## src/rtl/prim_clock_div_multi_if.sv

```systemverilog
// Control/status bundle for prim_clock_div_multi: per-channel enable, ratio
// request/ack handshake, scan select and the divided clock/tick outputs.
interface prim_clock_div_multi_if #(
    parameter int unsigned NumChan  = 2,
    parameter int unsigned CntWidth = 8
);
    logic                         scanmode_i;
    logic [NumChan-1:0]           en_i;
    logic [NumChan*CntWidth-1:0]  div_i;
    logic [NumChan-1:0]           div_req_i;
    logic [NumChan-1:0]           div_ack_o;
    logic [NumChan-1:0]           clk_o;
    logic [NumChan-1:0]           tick_o;

    modport master (
        output scanmode_i, en_i, div_i, div_req_i,
        input  div_ack_o, clk_o, tick_o
    );

    modport slave (
        input  scanmode_i, en_i, div_i, div_req_i,
        output div_ack_o, clk_o, tick_o
    );
endinterface

```

## src/rtl/prim_clock_div_multi.sv

```systemverilog
// Multi-channel glitch-free programmable clock divider with scan bypass.
// Optional macro PRIM_CLOCK_DIV_BUFG_EN routes each clk_o through a BUFG.
module prim_clock_div_multi #(
    parameter int unsigned NumChan     = 2,
    parameter int unsigned CntWidth    = 8,
    parameter int unsigned ResetDiv    = 2,
    parameter bit          HasScanMode = 1'b1
) (
    input  logic                  clk_i,
    input  logic                  rst_i,
    prim_clock_div_multi_if.slave bus
);
    localparam logic [CntWidth-1:0] MinDiv   = CntWidth'(2);
    localparam logic [CntWidth-1:0] ResetVal = CntWidth'(ResetDiv);

    typedef enum logic [1:0] {
        StIdle = 2'd0,
        StRun  = 2'd1,
        StStop = 2'd2
    } state_e;

    state_e              state_q [NumChan];
    state_e              state_d [NumChan];
    logic [CntWidth-1:0] cnt_q   [NumChan];
    logic [CntWidth-1:0] cnt_d   [NumChan];
    logic [CntWidth-1:0] div_q   [NumChan];
    logic [CntWidth-1:0] div_d   [NumChan];
    logic [CntWidth-1:0] req_div [NumChan];

    logic [NumChan-1:0] clk_q, clk_d;
    logic [NumChan-1:0] tick_q, tick_d;
    logic [NumChan-1:0] ack_q, ack_d;
    logic [NumChan-1:0] req_vld, wrap;
    logic [NumChan-1:0] clk_mux;
    logic               scan_en;

    assign scan_en = HasScanMode && bus.scanmode_i;

    // The ack cycle itself is not a new request; a request held beyond it is.
    assign req_vld = bus.div_req_i & ~ack_q;

    // Requested ratios below 2 are clamped; boundary is the last count of a period.
    always_comb begin
        for (int n = 0; n < NumChan; n++) begin
            req_div[n] = bus.div_i[n*CntWidth +: CntWidth];
            if (req_div[n] < MinDiv) begin
                req_div[n] = MinDiv;
            end
            wrap[n] = (cnt_q[n] == (div_q[n] - CntWidth'(1)));
        end
    end

    // Per-channel next state; ratio changes only land on a period boundary or in idle.
    always_comb begin
        for (int n = 0; n < NumChan; n++) begin
            state_d[n] = state_q[n];
            cnt_d[n]   = cnt_q[n];
            div_d[n]   = div_q[n];
            ack_d[n]   = 1'b0;

            unique case (state_q[n])
                StIdle: begin
                    cnt_d[n] = '0;
                    if (req_vld[n]) begin
                        div_d[n] = req_div[n];
                        ack_d[n] = 1'b1;
                    end
                    if (bus.en_i[n]) begin
                        state_d[n] = StRun;
                    end
                end
                StRun, StStop: begin
                    if (wrap[n]) begin
                        cnt_d[n] = '0;
                        if (req_vld[n]) begin
                            div_d[n] = req_div[n];
                            ack_d[n] = 1'b1;
                        end
                        state_d[n] = bus.en_i[n] ? StRun : StIdle;
                    end else begin
                        cnt_d[n]   = cnt_q[n] + CntWidth'(1);
                        state_d[n] = bus.en_i[n] ? StRun : StStop;
                    end
                end
                default: begin
                    state_d[n] = StIdle;
                    cnt_d[n]   = '0;
                end
            endcase

            clk_d[n]  = (state_d[n] != StIdle) && (cnt_d[n] < (div_d[n] >> 1));
            tick_d[n] = (state_d[n] != StIdle) && (cnt_d[n] == '0) && !scan_en;
        end
    end

    always_ff @(posedge clk_i) begin
        if (rst_i) begin
            for (int n = 0; n < NumChan; n++) begin
                state_q[n] <= StIdle;
                cnt_q[n]   <= '0;
                div_q[n]   <= ResetVal;
            end
            clk_q  <= '0;
            tick_q <= '0;
            ack_q  <= '0;
        end else begin
            for (int n = 0; n < NumChan; n++) begin
                state_q[n] <= state_d[n];
                cnt_q[n]   <= cnt_d[n];
                div_q[n]   <= div_d[n];
            end
            clk_q  <= clk_d;
            tick_q <= tick_d;
            ack_q  <= ack_d;
        end
    end

    // Scan bypass sits after the divider flop so internal phase keeps advancing.
    assign clk_mux = scan_en ? {NumChan{clk_i}} : clk_q;

`ifdef PRIM_CLOCK_DIV_BUFG_EN
    for (genvar n = 0; n < NumChan; n++) begin : g_bufg
        BUFG u_bufg (
            .I (clk_mux[n]),
            .O (bus.clk_o[n])
        );
    end
`else
    assign bus.clk_o = clk_mux;
`endif

    assign bus.tick_o    = tick_q;
    assign bus.div_ack_o = ack_q;

endmodule

```

## src/flat_wrapper.sv

```systemverilog
// flat-port wrapper written by rule: the top's interface ports become plain ports
module prim_clock_div_multi_flat 
#(
    parameter int unsigned NumChan     = 2,
    parameter int unsigned CntWidth    = 8,
    parameter int unsigned ResetDiv    = 2,
    parameter bit          HasScanMode = 1'b1
)
  (clk_i, rst_i, bus_scanmode_i, bus_en_i, bus_div_i, bus_div_req_i, bus_div_ack_o, bus_clk_o, bus_tick_o);
  prim_clock_div_multi_if #(.NumChan(NumChan), .CntWidth(CntWidth)) bus_i ();
  input  logic clk_i;
  input  logic rst_i;
  input wire logic [$bits(bus_i.scanmode_i)-1:0] bus_scanmode_i;
  input wire logic [$bits(bus_i.en_i)-1:0] bus_en_i;
  input wire logic [$bits(bus_i.div_i)-1:0] bus_div_i;
  input wire logic [$bits(bus_i.div_req_i)-1:0] bus_div_req_i;
  output wire logic [$bits(bus_i.div_ack_o)-1:0] bus_div_ack_o;
  output wire logic [$bits(bus_i.clk_o)-1:0] bus_clk_o;
  output wire logic [$bits(bus_i.tick_o)-1:0] bus_tick_o;
  assign bus_i.scanmode_i = bus_scanmode_i;
  assign bus_i.en_i = bus_en_i;
  assign bus_i.div_i = bus_div_i;
  assign bus_i.div_req_i = bus_div_req_i;
  assign bus_div_ack_o = bus_i.div_ack_o;
  assign bus_clk_o = bus_i.clk_o;
  assign bus_tick_o = bus_i.tick_o;
  prim_clock_div_multi #(.NumChan(NumChan), .CntWidth(CntWidth), .ResetDiv(ResetDiv), .HasScanMode(HasScanMode)) u_core (.clk_i(clk_i), .rst_i(rst_i), .bus(bus_i));
endmodule
```

## config.mk

```make
export PLATFORM = sky130hd
export DESIGN_NAME = prim_clock_div_multi_flat
export DESIGN_NICKNAME = d
export VERILOG_FILES = /design/src/rtl/prim_clock_div_multi_if.sv /design/src/rtl/prim_clock_div_multi.sv /design/src/flat_wrapper.sv
export SDC_FILE = /design/constraint.sdc
export NUM_CORES = 1
export LEC_CHECK = 0
export BUFFER_PORTS_ARGS = -buffer_cell sky130_fd_sc_hd__buf_2
export CORE_MARGIN = 2
export CORE_UTILIZATION = 60
export CTS_CLUSTER_SIZE = 40
export DETAILED_ROUTE_END_ITERATION = 8
export PLACE_DENSITY = 0.81
export SYNTH_ARGS = -nofsm -noshare
export SYNTH_HDL_FRONTEND = slang
export SYNTH_SLANG_ARGS = --single-unit
```

## constraint.sdc

```tcl
create_clock -name clk_i -period 4.4 [get_ports clk_i]
set_clock_uncertainty 0.15 [all_clocks]
set_input_delay 0.22 -clock clk_i [delete_from_list [all_inputs] [get_ports clk_i]]
set_output_delay 0.22 -clock clk_i [all_outputs]
set_load 0.01 [all_outputs]
```

; After elaboration in Yosys (flattened, before gate mapping)
; Memory sizes are Yosys's and may differ from the RTL's.
; Cells that the tools add are included.
[totals]
ram_bits = 36
elab_cells = 81
out_inout_bits = 6
mem_count = 3
reg_bits = 6
[memory_table]
columns = name, words, width, rd, rd_ports_with_merged_regs, wr, line
row1 = u_core.cnt_q, 2, 8, 2, 0, 2, prim_clock_div_multi.sv:24  ; logic [CntWidth-1:0] cnt_q [NumChan];
row2 = u_core.div_q, 2, 8, 2, 0, 2, prim_clock_div_multi.sv:26  ; logic [CntWidth-1:0] div_q [NumChan];
row3 = u_core.state_q, 2, 2, 2, 0, 2, prim_clock_div_multi.sv:22  ; state_e state_q [NumChan];
[classes]
mux = 38
order_cmp = 4
add_sub_neg = 4
reduce_logical = 15
n_eq_ne = 6
bitwise = 8
[op_table]
columns = operator, n
row1 = $mux 8, 14
row2 = $pmux 8 s2, 2
row3 = $mux 2, 9
row4 = $add 8x1->8 const B, 2
row5 = $eq 8x8->1, 2
row6 = $logic_not 8->1, 2
row7 = $lt 8x2->1 const B, 2
row8 = $lt 8x7->1, 2
row9 = $sub 8x1->8 const B, 2
row10 = $mux 1, 9
row11 = $pmux 2 s2, 2
row12 = $logic_and 1x1->1, 6
row13 = $or 1x1->1, 6
row14 = $eq 2x1->1 const B, 2
row15 = $eq 2x2->1 const B, 2
row16 = $logic_not 2->1, 2
row17 = $pmux 1 s2, 2
row18 = $reduce_bool 2->1, 2
row19 = $reduce_or 2->1, 2
row20 = $and 2x2->2, 1
row21 = $not 2->2, 1
row22 = $logic_not 1->1, 1

; Depth between registers and ports, before layout
; An unclocked memory read counts as a cell.
[depth]
word_depth = 8
mapped_depth = 17

==> impl_metrics.ini <==
[run_status]
status = completed

[worst_setup_path]
crit_path_end_kind = flip-flop
path_max_fanout = 6
r2r-end = u_core.clk_q[1]
slowest_stage = o41a_1
regToRegStartpoint = u_core.div_q[0][8]
start_kind = flip-flop
crit_arrival_ns = 4.15
rr_worst_depth = 14
crit_required_ns = 4.57
critPathKind = reg -> reg
worstPathCellList = inv_1 > ha_1 > nor3b_1 > xnor2_1 > o2111ai_2 > o41a_1 > nor3_2 > a22oi_1 > ha_1 > a211oi_1 > a21oi_1 > nand2_1 > nor2_1 > a211oi_1
ff2ff_setup_slack_ns = 0.42
cp_slowest_stage_delay_ns = 0.55

[finish]
layout.cells.non_filler = 469
drive_above_1_share = 0.1468
nets = 444
area_delta_synth_final_pct = 17.76
n_antenna_cell = 0

[logic_synthesis]
ys_types = 63
ys.flop_type = dfxtp_1
yosysSeqAreaShare = 0.2821
synth_area_leader_cell = dfxtp_1
syn_area_sq_mm = 0.002980
ys_async_sr_fraction = 0
yosysMostFrequentCell = dfxtp_1
synth_cells = 360
yosys-top-cells-area = dfxtp_1, ha_1, xnor2_1, nor2_1, nor3_1
ys_top_cells_by_count = dfxtp_1, nor2_1, nor3_1
synth_edf_count = 0
syn_nets = 403
ys_ff_latch = 42
netlist.area_leader.share = 0.2821
syn_area_per_cell_sq_um = 8.279
ys_warn_count = 0

[power_and_ir_drop]
ir_drop_mv = 0.2932
power_density_mw_per_mm2 = 407.6
p_total_mw = 1.431
static-leakage-power_nw = 1.407

[floorplan]
dieArea_sq_mm = 0.005547
dieHeight_um = 74.48
std_cell_rows = 25
floorplan.initialDensity = 0.6268
core-area_sq_mm = 0.004755
ios = 29
die_w_um = 74.48

[global_routing]
track_usage = 0.2940
first_global_vias = 2805
grt_pass1_wl_mm = 12.28
antenna_found_initial = 0
grt_start_max_net_pins = 41
grt-ovfl-total = 0

[clocking]
post-cts-setup-buffers = 0
hold_buffers = 15
tritoncts = built
cts_resized = 0
clk_latency_ns = 0.40
clkTransAtPathRegs_ns = 0.08

[hold_path]
hold_class = in -> reg
whs_endpoint = u_core.div_q[0][8]
min_path_cells = 5
min_from = bus_div_i[8]

[sta]
min_period_ns = 3.983
setup_ws_ns = 0.4173
rsz0062_at_grt = no
tightest_slew_ns = 0.7333
slew_headroom = 0.5112
fin_tns_setup_ns = 0
finalMaxSlewViolations = 0
whs_ns = 0.1400
setup_viol = 0
fmaxAchievable_mhz = 251.1
finalHoldViolCount = 0
finalCritPeriodShare = 0.9052

[placement]
dp_hpwl_mm = 5.028
dpl.cell_count = 437
portBuffers = 28
gp_congestion = 0.9005
dpl_worst_slack_ns = 0.5444

[route]
wl_met3_um = 385
drt_first_iter_violations = 121
wire_per_inst_um = 15.97
totalWireLength_mm = 7.489
drc = 0
met1Wirelength_mm = 2.911
routed-wl-met2_mm = 3.855
route.antenna.remaining_nets = 0
dr.pass1.iters = 4
vias = 2832
routed_via_density = 6.038
top_layer = met4

[job]
drv_cap = 0
-- how the worst max path moves through the flow --
stage	end	start	slack (ns)	depth (start not counted)
2_1_floorplan	u_core.clk_q[1]	u_core.div_q[0][8]	1.06	14
3_5_place_dp	u_core.clk_q[1]	u_core.div_q[0][8]	0.54	14
3_3_place_gp	u_core.clk_q[1]	u_core.div_q[0][8]	0.56	14
4_1_cts	u_core.clk_q[1]	u_core.div_q[0][8]	0.48	14
5_1_grt	u_core.clk_q[1]	u_core.div_q[0][8]	0.16	14
6_report	u_core.clk_q[1]	u_core.div_q[0][8]	0.42	14
-- stage by stage --
step | util | instance area [sq um]
floorplan | - | 2980
global route | 0.7382 | 3510
global placement | 0.6582 | 3129
finish | 0.7382 | 3510
CTS | 0.7382 | 3510
detailed placement | 0.6582 | 3129
-- kinds of logic (layout without fill, tap and decap cells) --
logic type	Yosys count	count (layout)	share of synthesized area
flip-flops	42	42	0.2821
multiplexers	4	4	0.01343
buffers and inverters	44	86	0.06045
adder cells (fa/ha/maj)	20	20	0.08396
XOR/XNOR	32	32	0.09404
AND/OR/NAND/NOR	134	134	0.2431
AO/OA/AOI/OAI	84	84	0.2229
-- layout by cell type (no fill, tap or decap), types with 7 or more instances in the layout --
master	n
xor2_1	14
nor2_1	35
inv_1	24
dlygate4sd3_1	15
ha_1	20
nand2_1	14
o21ai_0	8
clkbuf_8	14
dfxtp_1	42
nor3_1	26
buf_2	28
nand2b_1	15
xnor2_1	18
a22oi_1	12
nor4_1	7
nand3_1	8
a21oi_1	12
-- state kept, by name, indices dropped and copies added (netlist names) --
| signal | cells |
|---|---|
| u_core.clk_q | 2 |
| u_core.cnt_q | 16 |
| u_core.bus.div_ack_o | 2 |
| u_core.bus.tick_o | 2 |
| u_core.div_q | 16 |
| u_core.state_q | 4 |
-- area by class of cell --
class                   count  area (sq um)
inverters                  24         90.09
fillers                   358          1245
repair buffers             43         295.3
clock buffers              18         210.2
multi-input cells         274          1959
flip-flops and latches     42         840.8
well taps                  67         83.83
clock inverters             1         30.03
-- per-layer routing --
metal | vias to the layer above | track usage
li1 | 1390 | -
met1 | 1284 | 0.2946
met2 | 117 | 0.5172
met3 | 41 | 0.07724
met4 | 0 | 0.2222
met5 | - | 0
-- worst max-delay path: cells and delay by family, from the launching register on --
kind | cells | cell delay, ns
simple gates | 4 | 0.66
xor+xnor | 1 | 0.21
fa+ha+maj | 2 | 0.59
compound gates | 6 | 1.75
flops | 1 | 0.45
buf+inv | 1 | 0.08
-- power breakdown --
part / switching, mW / internal, mW / total (mW)
combinational: 0.264 / 0.189 / 0.452
clock: 0.190 / 0.326 / 0.516
sequential: 0.0458 / 0.416 / 0.462
No activity file was read; power rests on OpenSTA's default activity.
